### config.mk
export PLATFORM = sky130hd
export DESIGN_NAME = instruction_prefetch_queue
export DESIGN_NICKNAME = d
export VERILOG_FILES = /design/src/rtl/CPU_package.sv /design/src/rtl/fifo_ptr_ctrl.sv /design/src/rtl/instruction_prefetch_queue.sv
export SDC_FILE = /design/constraint.sdc
export NUM_CORES = 1
export LEC_CHECK = 0
export ABC_CLOCK_PERIOD_IN_PS = 2100
export CAP_MARGIN = 20
export CORE_MARGIN = 2
export CORE_UTILIZATION = 49
export DETAILED_ROUTE_END_ITERATION = 10
export PLACE_DENSITY = 0.78
export SYNTH_ARGS = -nofsm -noshare
export SYNTH_HDL_FRONTEND = slang
export SYNTH_SLANG_ARGS = --single-unit
### constraint.sdc
create_clock -name iclk -period 2.1 [get_ports iclk]
set_input_delay 0.42 -clock iclk [delete_from_list [all_inputs] [get_ports iclk]]
set_output_delay 0.42 -clock iclk [all_outputs]
set_load 0.05 [all_outputs]
### src/rtl/CPU_package.sv
// Shared instruction word layout for the fetch path and the control unit.
package CPU_package;
    localparam int DATA_WIDTH   = 16;
    localparam int OPCODE_WIDTH = 5;
    localparam int ADDR_WIDTH   = DATA_WIDTH - OPCODE_WIDTH;

    typedef struct packed {
        logic [OPCODE_WIDTH-1:0] opcode;
        logic [ADDR_WIDTH-1:0]   address;
    } instr_t;
endpackage

### src/rtl/fifo_ptr_ctrl.sv
// Read/write pointers, occupancy count and sticky overflow for a power-of-two FIFO.
module fifo_ptr_ctrl #(
    parameter  int DEPTH = 4,
    localparam int PW    = $clog2(DEPTH),
    localparam int CW    = $clog2(DEPTH + 1)
) (
    input  logic          i_clk,
    input  logic          i_rst,
    input  logic          i_flush,
    input  logic          i_in_valid,
    input  logic          i_out_ready,
    output logic [PW-1:0] o_wptr,
    output logic [PW-1:0] o_rptr,
    output logic [CW-1:0] o_count,
    output logic          o_full,
    output logic          o_empty,
    output logic          o_push,
    output logic          o_overflow
);
    logic [PW-1:0] r_wptr;
    logic [PW-1:0] r_rptr;
    logic [CW-1:0] r_count;
    logic          r_overflow;
    logic          w_pop;

    assign o_full  = (r_count == CW'(DEPTH));
    assign o_empty = (r_count == '0);
    assign o_push  = i_in_valid & ~o_full & ~i_flush;
    assign w_pop   = i_out_ready & ~o_empty & ~i_flush;

    assign o_wptr     = r_wptr;
    assign o_rptr     = r_rptr;
    assign o_count    = r_count;
    assign o_overflow = r_overflow;

    // Flush dominates any push/pop in the same cycle; pointers wrap naturally.
    always_ff @(posedge i_clk or posedge i_rst) begin
        if (i_rst) begin
            r_wptr     <= '0;
            r_rptr     <= '0;
            r_count    <= '0;
            r_overflow <= 1'b0;
        end else if (i_flush) begin
            r_wptr     <= '0;
            r_rptr     <= '0;
            r_count    <= '0;
            r_overflow <= 1'b0;
        end else begin
            if (o_push) begin
                r_wptr <= r_wptr + 1'b1;
            end
            if (w_pop) begin
                r_rptr <= r_rptr + 1'b1;
            end
            if (o_push && !w_pop) begin
                r_count <= r_count + 1'b1;
            end else if (w_pop && !o_push) begin
                r_count <= r_count - 1'b1;
            end
            if (i_in_valid && o_full) begin
                r_overflow <= 1'b1;
            end
        end
    end
endmodule

### src/rtl/instruction_prefetch_queue.sv
// FIFO of fetched instruction words presenting the head already split into
// opcode/address fields, with flush for control-flow changes.
module instruction_prefetch_queue
    import CPU_package::instr_t;
#(
    parameter int DATA_WIDTH   = CPU_package::DATA_WIDTH,
    parameter int OPCODE_WIDTH = CPU_package::OPCODE_WIDTH,
    parameter int DEPTH        = 4
) (
    input  logic                             iclk,
    input  logic                             irst,
    input  logic                             flush,
    input  logic                             in_valid,
    output logic                             in_ready,
    input  logic [DATA_WIDTH-1:0]            insin,
    output logic                             out_valid,
    input  logic                             out_ready,
    output logic [OPCODE_WIDTH-1:0]          opcode,
    output logic [DATA_WIDTH-OPCODE_WIDTH-1:0] address,
    output logic [$clog2(DEPTH+1)-1:0]       count,
    output logic                             overflow
);
    localparam int PW = $clog2(DEPTH);

    logic [PW-1:0] w_wptr;
    logic [PW-1:0] w_rptr;
    logic          w_full;
    logic          w_empty;
    logic          w_push;
    instr_t        w_head;
    instr_t        r_mem [DEPTH];

    fifo_ptr_ctrl #(.DEPTH(DEPTH)) u_ptr_ctrl (
        .i_clk       (iclk),
        .i_rst       (irst),
        .i_flush     (flush),
        .i_in_valid  (in_valid),
        .i_out_ready (out_ready),
        .o_wptr      (w_wptr),
        .o_rptr      (w_rptr),
        .o_count     (count),
        .o_full      (w_full),
        .o_empty     (w_empty),
        .o_push      (w_push),
        .o_overflow  (overflow)
    );

    assign in_ready  = ~w_full;
    assign out_valid = ~w_empty;

    // Storage is deliberately left uncleared by reset/flush; only pointers matter.
    always_ff @(posedge iclk) begin
        if (w_push) begin
            r_mem[w_wptr] <= insin;
        end
    end

    assign w_head  = r_mem[w_rptr];
    assign opcode  = out_valid ? w_head.opcode  : '0;
    assign address = out_valid ? w_head.address : '0;
endmodule

Yosys cells after proc, flatten, opt, wreduce, memory -nomap -nowiden
Memory sizes are Yosys's and may differ from the RTL's. Cells that the tools add are included.

Reduce and logical (&&, ||, !) cells: 10. Add/subtract/negate cells: 4. Bitwise operators: 7. Multiplexer cells: 13. Equality and inequality tests: 1.

Operator list (count): 11-bit two-way mux (1); 3-bit two-way mux (3); 2-bit two-way mux (4); 2-bit nonzero test (3); 5-bit two-way mux (1); 2-bit by 1-bit adder with 2-bit output (second input constant) (2); 1-bit AND (4); 1-bit two-way mux (4); 3-bit by 1-bit adder with 3-bit output (second input constant) (1); 3-bit == test (second input constant) (1); 1-bit logical AND (3); 3-bit logical NOT (1); 1-bit NOT (3); 3-bit nonzero test (1); 3-bit by 1-bit subtractor with 3-bit output (second input constant) (1); 1-bit logical NOT (2).

RAM bits: 64. Logic and storage cells: 40. Input port bits: 21. Flip-flop bits (word level): 8. Memories: 1.

Memory list: r_mem (depth 4, width 16, read ports 1, clocked after Yosys merged registers in 0, wr ports 1, line instruction_prefetch_queue.sv:31) `instr_t r_mem [DEPTH];`.

Longest topological paths before layout
Gate-level depths: netlist of run 1.

Depth in word-level cells: 9. Depth in mapped cells: 10. Depth with buffers taken out: 9.

By module
A second synthesis of run 1 with hierarchy kept.

Cells, all modules: 186. Area total of the unflattened synthesis: 2976.6 um^2.

By module, submodules not included: instruction_prefetch_queue (area each 2466.1 um^2, instances 1, seq. area each 1921.8 um^2, cells each 129); fifo_ptr_ctrl (area each 510.5 um^2, instances 1, seq. area each 200.2 um^2, cells each 57).

Worst setup path before layout of run 1
OpenSTA, ideal clock, no wires.

Path type: register to register. From: register u_ptr_ctrl.r_count[2] (netlist: u_ptr_ctrl.o_count[2]). To: register u_ptr_ctrl.r_count[1] (netlist: u_ptr_ctrl.o_count[1]). Buffers on the path: 1. Cell stages (with the launch flop): 10. Arrival time: 2.728 ns. Setup slack: -0.732 ns. Cell sequence: dfrtp_1 -> buf_4 -> or3b_4 -> nand2_2 -> nor2_1 -> and2_1 -> fa_1 -> a311oi_1 -> o21ai_0 -> a221oi_1.

Elaborated cells on any way between the ends: 15. Classes of those cells: 1 x eq/ne; 2 x mux; 6 x bitwise; 6 x reduce/logical.

RTL lines: start, declared (line fifo_ptr_ctrl.sv:22) `logic [CW-1:0] r_count;`; start signal, assigned (line fifo_ptr_ctrl.sv:56) `r_count <= r_count + 1'b1;`; start signal, assigned (line fifo_ptr_ctrl.sv:58) `r_count <= r_count - 1'b1;`; 3-bit == test * (line fifo_ptr_ctrl.sv:26) `assign o_full = (r_count == CW'(DEPTH));`; 1-bit NOT *; via in_ready (line instruction_prefetch_queue.sv:14) `output logic in_ready,`; 1-bit AND * (2 in a row) (line fifo_ptr_ctrl.sv:28) `assign o_push = i_in_valid & ~o_full & ~i_flush;`; 1-bit logical AND or 1-bit logical NOT (tied branches) (line fifo_ptr_ctrl.sv:55, fifo_ptr_ctrl.sv:57); 3-bit two-way mux or 1-bit logical AND (tied branches) (line fifo_ptr_ctrl.sv:55, fifo_ptr_ctrl.sv:57); 3-bit two-way mux or 3-bit nonzero test (tied branches).

Mark *: on every way through the listed nets, which the timed path passes. The rest lies on a longest branch. A chain may end at the register's enable or synchronous reset.

Worst setup path in the final report of run 1
From: register u_ptr_ctrl.r_count[1] (netlist: u_ptr_ctrl.o_count[1]). To: register u_ptr_ctrl.r_count[1] (netlist: u_ptr_ctrl.o_count[1]).

Longest elaborated chain between the ends: 8. Elaborated cells on any way between the ends: 18. Classes of those cells: 2 x add/sub; 1 x eq/ne; 3 x mux; 6 x bitwise; 6 x reduce/logical.

Ends and longest elaborated chain: 3-bit logical NOT (line fifo_ptr_ctrl.sv:27) `assign o_empty = (r_count == '0);`; 1-bit NOT (line fifo_ptr_ctrl.sv:29) `assign w_pop = i_out_ready & ~o_empty & ~i_flush;`; 1-bit AND (2 in a row) (line fifo_ptr_ctrl.sv:29); 1-bit logical NOT (line fifo_ptr_ctrl.sv:55) `if (o_push && !w_pop) begin`; 1-bit logical AND (line fifo_ptr_ctrl.sv:55); 3-bit two-way mux (line fifo_ptr_ctrl.sv:55); 3-bit two-way mux (line fifo_ptr_ctrl.sv:43) `end else if (i_flush) begin`.

Parallel ways exist; a longest one is shown, timed or not. The select of a mux whose other input is x is not followed.

==> impl_metrics.csv, run 1 <==
group,metric,value,unit
status,outcome,"finished with violations",
status,violations,"negative setup slack",
sta,slew_violations,0,
clock_tree,clock_path_buffers,2,
sta,max_slew_margin,66.70,%
sta,min_period_over_period,106.1,%
job,cap_viol_max_count,0,
floorplan,core,0.005956,sq mm
clock_tree,clkTransAtPathRegs,0.07,ns
setup_path,slowest_delay,0.47,ns
setup_path,arrival,2.45,ns
sta,holdWs,0.3504,ns
logic_synthesis,synth_cells,167,
floorplan,ios,43,
power_and_ir_drop,finalPower,5.095,mW
routing,dr.first_iter.drc_count,85,
power_and_ir_drop,p_leak,1.415,nW
logic_synthesis,ys_warn_count,0,
placement,gp_congestion,0.8477,
finish,drive_gt1_share,41.20,%
sta,fin_crit,2.228,ns
setup_path,path_max_fanout,3,
setup_path,required,2.32,ns
logic_synthesis,seq_area_frac_synth,69.68,%
finish,multi_input_area,865.8,sq um
power_and_ir_drop,power_frac_comb,46.9,%
sta,fmax,0.4487,GHz
sta,grt_setup_unrepaired,"yes",
clock_tree,holdBufCountCts,0,
sta,fin_skew,0.008936,ns
clock_tree,htreeDepth,3,
grt,grt_max_degree,19,
setup_path,path_cells,"or3b_4, nand2_4, nor2_2, and2_4, fa_2, a311oi_2, o21ai_1, a221oi_2",
logic_synthesis,synth_area_leaders,"edfxtp_1 63%, mux4_1 6.9%, dfrtp_1 6.6%",
routing,ant_nets,0,
clock_tree,clock_latency,0.33,ns
setup_path,startpoint_type,"flop",
routing,drc,0,
sta,fin_setup_tns,-1.042,ns
finish,syn_to_final_growth,31.31,%
routing,vias,1656,
placement,place_hpwl,3.374,mm
finish,n_antenna_cell,0,
setup_path,endpoint_kind,"flop",
grt,antenna_found_initial,0,
power_and_ir_drop,netSwitchingFraction,35.32,%
clock_tree,clock_sinks,72,
placement,io_buffer_count,42,
clock_tree,cts_buffers,9,
power_and_ir_drop,peakVddDrop,0.7653,mV
logic_synthesis,synthesis.nets,193,
routing,routed_wirelength,5.450,mm
sta,hold_viol_final,0,
routing,viasPerCell,5.377,
grt,grt_pass1_wl,8.645,mm
finish,nets,256,
finish,fill_cells,420,
logic_synthesis,synth_edf_count,64,
grt,gr-total-overflow,0,
power_and_ir_drop,p_sw,1.800,mW
logic_synthesis,synth_cell_types,36,
logic_synthesis,yosys.area.top_type,"edfxtp_1",
floorplan,die_h,82.84,um
setup_path,crit_slowest_cell,"fa_2",
logic_synthesis,netlist_area,0.003045,sq mm
logic_synthesis,synthArstFlopShare,11.11,%
logic_synthesis,yosys.area.top_type_share,63.11,%
routing,wl_per_cell,17.69,um
power_and_ir_drop,p_per_area,1274,mW/mm^2
hold_path,hold_class,"in2async",
routing,dr.pass1.iters,4,
sta,setup_ws,-0.1285,ns
floorplan,die_w,82.84,um
grt,grt_pass1_vias,1795,
finish,seqCellArea,0.002127,sq mm
floorplan,initial_core_util,51.13,%
floorplan,row_count,28,
power_and_ir_drop,internal-power,3.296,mW
grt,track_usage,16.59,%
power_and_ir_drop,clkPwrFrac,19.2,%
clock_tree,clk_root_buffer_cell,"clkbuf_8",
logic_synthesis,ys_seq_elements,72,
sta,setup_viol,17,
clock_tree,cts_tree,"built",
sta,worst_slew_pin_slew,0.4979,ns
logic_synthesis,ys.flop_type,"edfxtp_1",
floorplan,dieArea,0.006862,sq mm
setup_path,critPathKind,"reg2reg",
power_and_ir_drop,seqPwrFrac,33.9,%
logic_synthesis,syn_area_per_cell,18.24,sq um
[synthesized netlist by cell type (2+ instances only)]
library cell	instances
dfrtp_1	8
xor2_1	3
o22ai_1	2
ha_1	4
nand3_1	3
nand2_1	3
and2_1	21
inv_1	6
mux4_2	8
o21ai_0	2
mux4_1	8
a21oi_1	2
buf_2	6
edfxtp_1	64
nor2_1	6
[logic make-up after synthesis]
kind of cell | Yosys count | synth area share [%]
flops | 72 | 69.68
mux | 17 | 13.15
compound gates | 14 | 3.287
simple gates | 39 | 7.313
fa+ha+maj | 5 | 2.301
buf+inv | 16 | 3.122
xor+xnor | 4 | 1.151
[layout by cell type (no fill, tap or decap), types with 2 or more instances in the layout]
cell             count
and2_1               4
nand3_1              3
clkbuf_8             9
ha_1                 4
buf_6                6
buf_4               15
mux4_2              16
nand2_1              2
xor2_1               3
nor2_1               5
buf_12               6
clkinv_2             2
a21oi_1              2
dfrtp_1              4
o22ai_1              2
dfrtp_2              4
buf_8               10
edfxtp_1            64
inv_1                5
clkdlybuf4s50_1     23
and2_4              17
[power by group through the flow]
stage / logic (mW) / clock network [mW] / registers (mW)
after floorplan: 1.33 / 0 / 1.81
after global placement: 1.94 / 0 / 1.74
after detailed placement: 1.97 / 0 / 1.75
after CTS: 2.38 / 1.01 / 1.73
after global routing: 2.50 / 1.07 / 1.74
final: 2.39 / 0.980 / 1.73
[registers in the layout, summed over array words and instances, names as in the netlist]
signal,cells
r_mem,64
u_ptr_ctrl.o_count,3
u_ptr_ctrl.o_rptr,2
u_ptr_ctrl.o_wptr,2
u_ptr_ctrl.o_overflow,1
[worst max-delay path, delay by kind of cell, from the launching register on]
| family | cells | cell delay, ns |
|---|---|---|
| AO/OA/AOI/OAI | 3 | 0.58 |
| AND/OR/NAND/NOR | 4 | 0.68 |
| flip-flops | 1 | 0.41 |
| adder cells (fa/ha/maj) | 1 | 0.47 |
[timing repair]
| item | 4_1_cts | 5_1_grt |
|---|---|---|
| hold endpoints to repair | 0 | 0 |
| setup endpoints to repair | 18 | 18 |
| pin swaps | 0 | 0 |
| buffers inserted | 1 | 0 |
| gates resized for setup | 52 | 5 |
| gates cloned | 1 | 0 |
[per-layer routing]
layer  vias up  share of wire, %  track usage (%)
met1       836                40            18.54
met2        49                54            30.21
met5         -                 0                0
met3         4               4.9            4.970
li1        767                 -                -
met4         0              0.90            5.365
[through the flow]
step	cell area (sq um)	worst slack (ns)	instances	util (%)
after floorplan	3077	-0.4149	167	-
after global placement	3680	-0.2250	292	61.79
after detailed placement	3680	-0.2676	292	61.79
after CTS	3983	-0.1046	308	66.87
after global routing	3999	-0.1964	308	67.14
final	3999	-0.1285	308	67.14
[area by class of cell]
cell class | instances | share of cell area (%)
Inverter | 6 | 0.5632
Tap cell | 75 | 2.347
Clock inverter | 4 | 1.189
Timing Repair Buffer | 62 | 17.87
Multi-Input combinational cell | 79 | 21.65
Clock buffer | 10 | 3.191
Sequential cell | 72 | 53.19
[final timing paths]
check	startpoint	end	slack, ns	depth (start not counted)
min reg2reg	u_ptr_ctrl.o_overflow	u_ptr_ctrl.o_overflow	0.51	2
min	irst	u_ptr_ctrl.o_overflow	0.35	2
max in group asynchronous	irst	u_ptr_ctrl.o_rptr[0]	1.47	2
max	u_ptr_ctrl.o_count[1]	u_ptr_ctrl.o_count[1]	-0.13	8
max reg2reg	u_ptr_ctrl.o_count[1]	u_ptr_ctrl.o_count[1]	-0.13	8
min in group iclk	u_ptr_ctrl.o_overflow	u_ptr_ctrl.o_overflow	0.51	2
(Power assumes the default switching activity.)
==> run 2, diff against run 1 <==
--- a/config.mk
+++ b/config.mk
@@ -5,12 +5,14 @@
 export SDC_FILE = /design/constraint.sdc
 export NUM_CORES = 1
 export LEC_CHECK = 0
+export ABC_AREA = 1
 export ABC_CLOCK_PERIOD_IN_PS = 2100
 export CAP_MARGIN = 20
-export CORE_MARGIN = 2
-export CORE_UTILIZATION = 49
+export CORE_MARGIN = 1.5
+export CORE_UTILIZATION = 55
 export DETAILED_ROUTE_END_ITERATION = 10
-export PLACE_DENSITY = 0.78
+export DONT_BUFFER_PORTS = 1
+export PLACE_DENSITY = 0.75
 export SYNTH_ARGS = -nofsm -noshare
 export SYNTH_HDL_FRONTEND = slang
 export SYNTH_SLANG_ARGS = --single-unit
==> run 2 against run 1 <==
  * The run now ends clean
  * Clock skew down 0.0033 ns
  * Clock power about the same
  * Maximum frequency up 7.1%
  * Combinational power about the same
  * Highest routed layer unchanged
  * Sequential share of layout area up 3.3 points
  * Sequential cell count unchanged
  * Via count up 22%
  * Register-to-register slack better by 0.35 ns
  * Routed wire length up 15%
  * Critical path depth down 3
==> impl_metrics.csv, run 2 <==
group,metric,value,unit
setup_path,rr_worst_depth,11,
placement,place_area,0.003481,sq mm
finish,fin_util,71.83,%
finish,n_antenna_cell,0,
grt,grt_max_degree,34,
setup_path,path_max_fanout,11,
power_and_ir_drop,finalPower,5.172,mW
clock_tree,clkTransAtPathRegs,0.07,ns
placement,io_buffer_count,0,
floorplan,dieArea,0.006019,sq mm
power_and_ir_drop,p_per_area,1375,mW/mm^2
logic_synthesis,yosys.area.top_type_share,62.82,%
sta,slew_violations,0,
routing,vias,2021,
placement,gp_congestion,0.7450,
finish,syn_to_final_growth,22.99,%
floorplan,die_w,77.58,um
finish,fin_area,0.003762,sq mm
routing,drc,0,
power_and_ir_drop,p_sw,2.148,mW
setup_path,r2r_start,"u_ptr_ctrl.o_count[1]",
grt,track_usage,22.50,%
sta,grt_setup_unrepaired,"yes",
sta,holdWs,0.1722,ns
setup_path,arrival,1.66,ns
floorplan,initial_core_util,58.41,%
setup_path,endpoint_kind,"primary output",
setup_path,critPathKind,"reg2out",
hold_path,whs_path_depth,0,
setup_path,cp-startpoint,"u_ptr_ctrl.o_rptr[0]",
grt,gr-total-overflow,0,
sta,hold_viol_final,0,
setup_path,rr_endpoint,"u_ptr_ctrl.o_count[2]",
logic_synthesis,synth_cell_types,27,
setup_path,required,1.68,ns
routing,ant_nets,0,
clock_tree,cts_tree,"built",
sta,setup_viol,0,
hold_path,holdPathEnd,"r_mem[1][12]",
finish,largest_reg_flops,64,
grt,antenna_found_initial,0,
power_and_ir_drop,internal-power,3.024,mW
power_and_ir_drop,p_leak,1.403,nW
logic_synthesis,synthesis.nets,284,
setup_path,rrSetupSlack,0.22,ns
sta,setup_ws,0.01873,ns
sta,fmax,0.4805,GHz
floorplan,row_count,26,
hold_path,timing.hold.worst.start,"insin[12]",
routing,routed_wirelength,6.292,mm
job,cap_viol_max_count,0,
finish,nets,322,
hold_path,hold_class,"in2reg",
floorplan,ios,43,
logic_synthesis,seq_area_frac_synth,69.37,%
clock_tree,clock_latency,0.34,ns
logic_synthesis,synth_area_leaders,"edfxtp_1 63%, nor2_1 8.5%, dfrtp_1 6.5%",
routing,dr.first_iter.drc_count,237,
logic_synthesis,ys.flop_type,"edfxtp_1",
grt,grt_pass1_vias,1978,
clock_tree,clock_path_buffers,2,
placement,post-place-ws,0.2503,ns
logic_synthesis,yosys.area.top_type,"edfxtp_1",
clock_tree,cts_buffers,9,
finish,drive_gt1_share,28.67,%
sta,fin_crit,2.081,ns
power_and_ir_drop,power_frac_comb,46.7,%
clock_tree,htreeDepth,3,
routing,viasPerCell,5.462,
clock_tree,clk_root_buffer_cell,"clkbuf_8",
finish,layout_common_cells,"67 x nor2_1, 64 x edfxtp_1, 26 x buf_4",
logic_synthesis,synthArstFlopShare,11.11,%
logic_synthesis,synth_common_cells,"69 x nor2_1, 64 x edfxtp_1, 34 x o21ai_0",
logic_synthesis,netlist_area,0.003059,sq mm
clock_tree,clock_sinks,72,
sta,max_slew_margin,68.40,%
finish,final_common_cell,"nor2_1",
placement,place_hpwl,3.980,mm
floorplan,die_h,77.58,um
status,outcome,"finished clean",
logic_synthesis,synth_edf_count,64,
sta,min_period_over_period,99.11,%
floorplan,core,0.005238,sq mm
setup_path,startpoint_type,"flop",
sta,fin_skew,0.005588,ns
logic_synthesis,ys_seq_elements,72,
routing,wl_per_cell,17.01,um
power_and_ir_drop,peakVddDrop,0.9770,mV
logic_synthesis,yosysMostFrequentCell,"nor2_1",
logic_synthesis,syn_area_per_cell,11.86,sq um
finish,largest-register,"r_mem",
power_and_ir_drop,clkPwrFrac,19.4,%
power_and_ir_drop,seqPwrFrac,33.9,%
logic_synthesis,ys_warn_count,0,
sta,worst_slew_pin_slew,0.4741,ns
routing,dr.pass1.iters,5,
logic_synthesis,synth_cells,258,
grt,grt_pass1_wl,9.867,mm
power_and_ir_drop,netSwitchingFraction,41.52,%
## run 2: routing by layer
layer	vias up	wire length (um)	share of wire, %	GRT usage, %
li1	958	-	-	-
met1	972	2613	42	28.43
met2	79	3183	51	35.04
met3	12	395	6.3	7.059
met4	0	99	1.6	11.27
met5	-	0	0	0
## run 2: worst max-delay path, stage by stage, from the launching register on
cell and delay (ns):
dfrtp_2 0.48, inv_4 0.14, buf_4 0.17, o21ai_0 0.13, a21oi_2 0.24, buf_12 0.17
## run 2: final cells by class
cell class	instances	area, sq um
Inverter	18	98.84
Multi-Input combinational cell	157	874.6
Sequential cell	72	2127
Clock inverter	5	48.80
Clock buffer	10	127.6
Fill cell	352	1475
Tap cell	70	87.58
Timing Repair Buffer	38	397.9
## run 2: worst max path at each step
stage                  end  slack (ns)
3_3_place_gp    address[1]        0.32
2_1_floorplan  r_mem[0][0]       -0.06
6_report        address[6]        0.02
3_5_place_dp    address[1]        0.25
5_1_grt         address[8]       -0.04
4_1_cts         address[2]       0.005
## run 2: power by group through the flow
stage / sequential, mW / combinational (mW) / clock, mW
2_1_floorplan: 1.85 / 1.52 / 0
3_3_place_gp: 1.76 / 2.27 / 0
3_5_place_dp: 1.77 / 2.33 / 0
4_1_cts: 1.74 / 2.35 / 1.03
5_1_grt: 1.76 / 2.56 / 1.09
6_report: 1.75 / 2.41 / 1.01
## run 2: cells by family (layout without fill, tap and decap cells)
logic type      after synthesis  after routing  share of synthesized area (%)
buf+inv                      29             71                          4.908
simple gates                 93             93                          13.46
fa+ha+maj                     5              5                          2.290
compound gates               58             58                          9.693
flops                        72             72                          69.37
xor+xnor                      1              1                         0.2864
## run 2: timing repair
action / CTS / global route
setup buffers: 0 / 4
resized for setup: 7 / 16
hold endpoints to repair: 8 / 0
setup endpoints to repair: 13 / 13
cloned: 0 / 2
pin swaps: 4 / 10
hold buffers: 1 / 0
## run 2: stage by stage
stage               cells  TNS, ns
floorplan             258   -4.491
global placement      348        0
detailed placement    348        0
CTS                   364        0
global route          370  -0.3233
finish                370        0
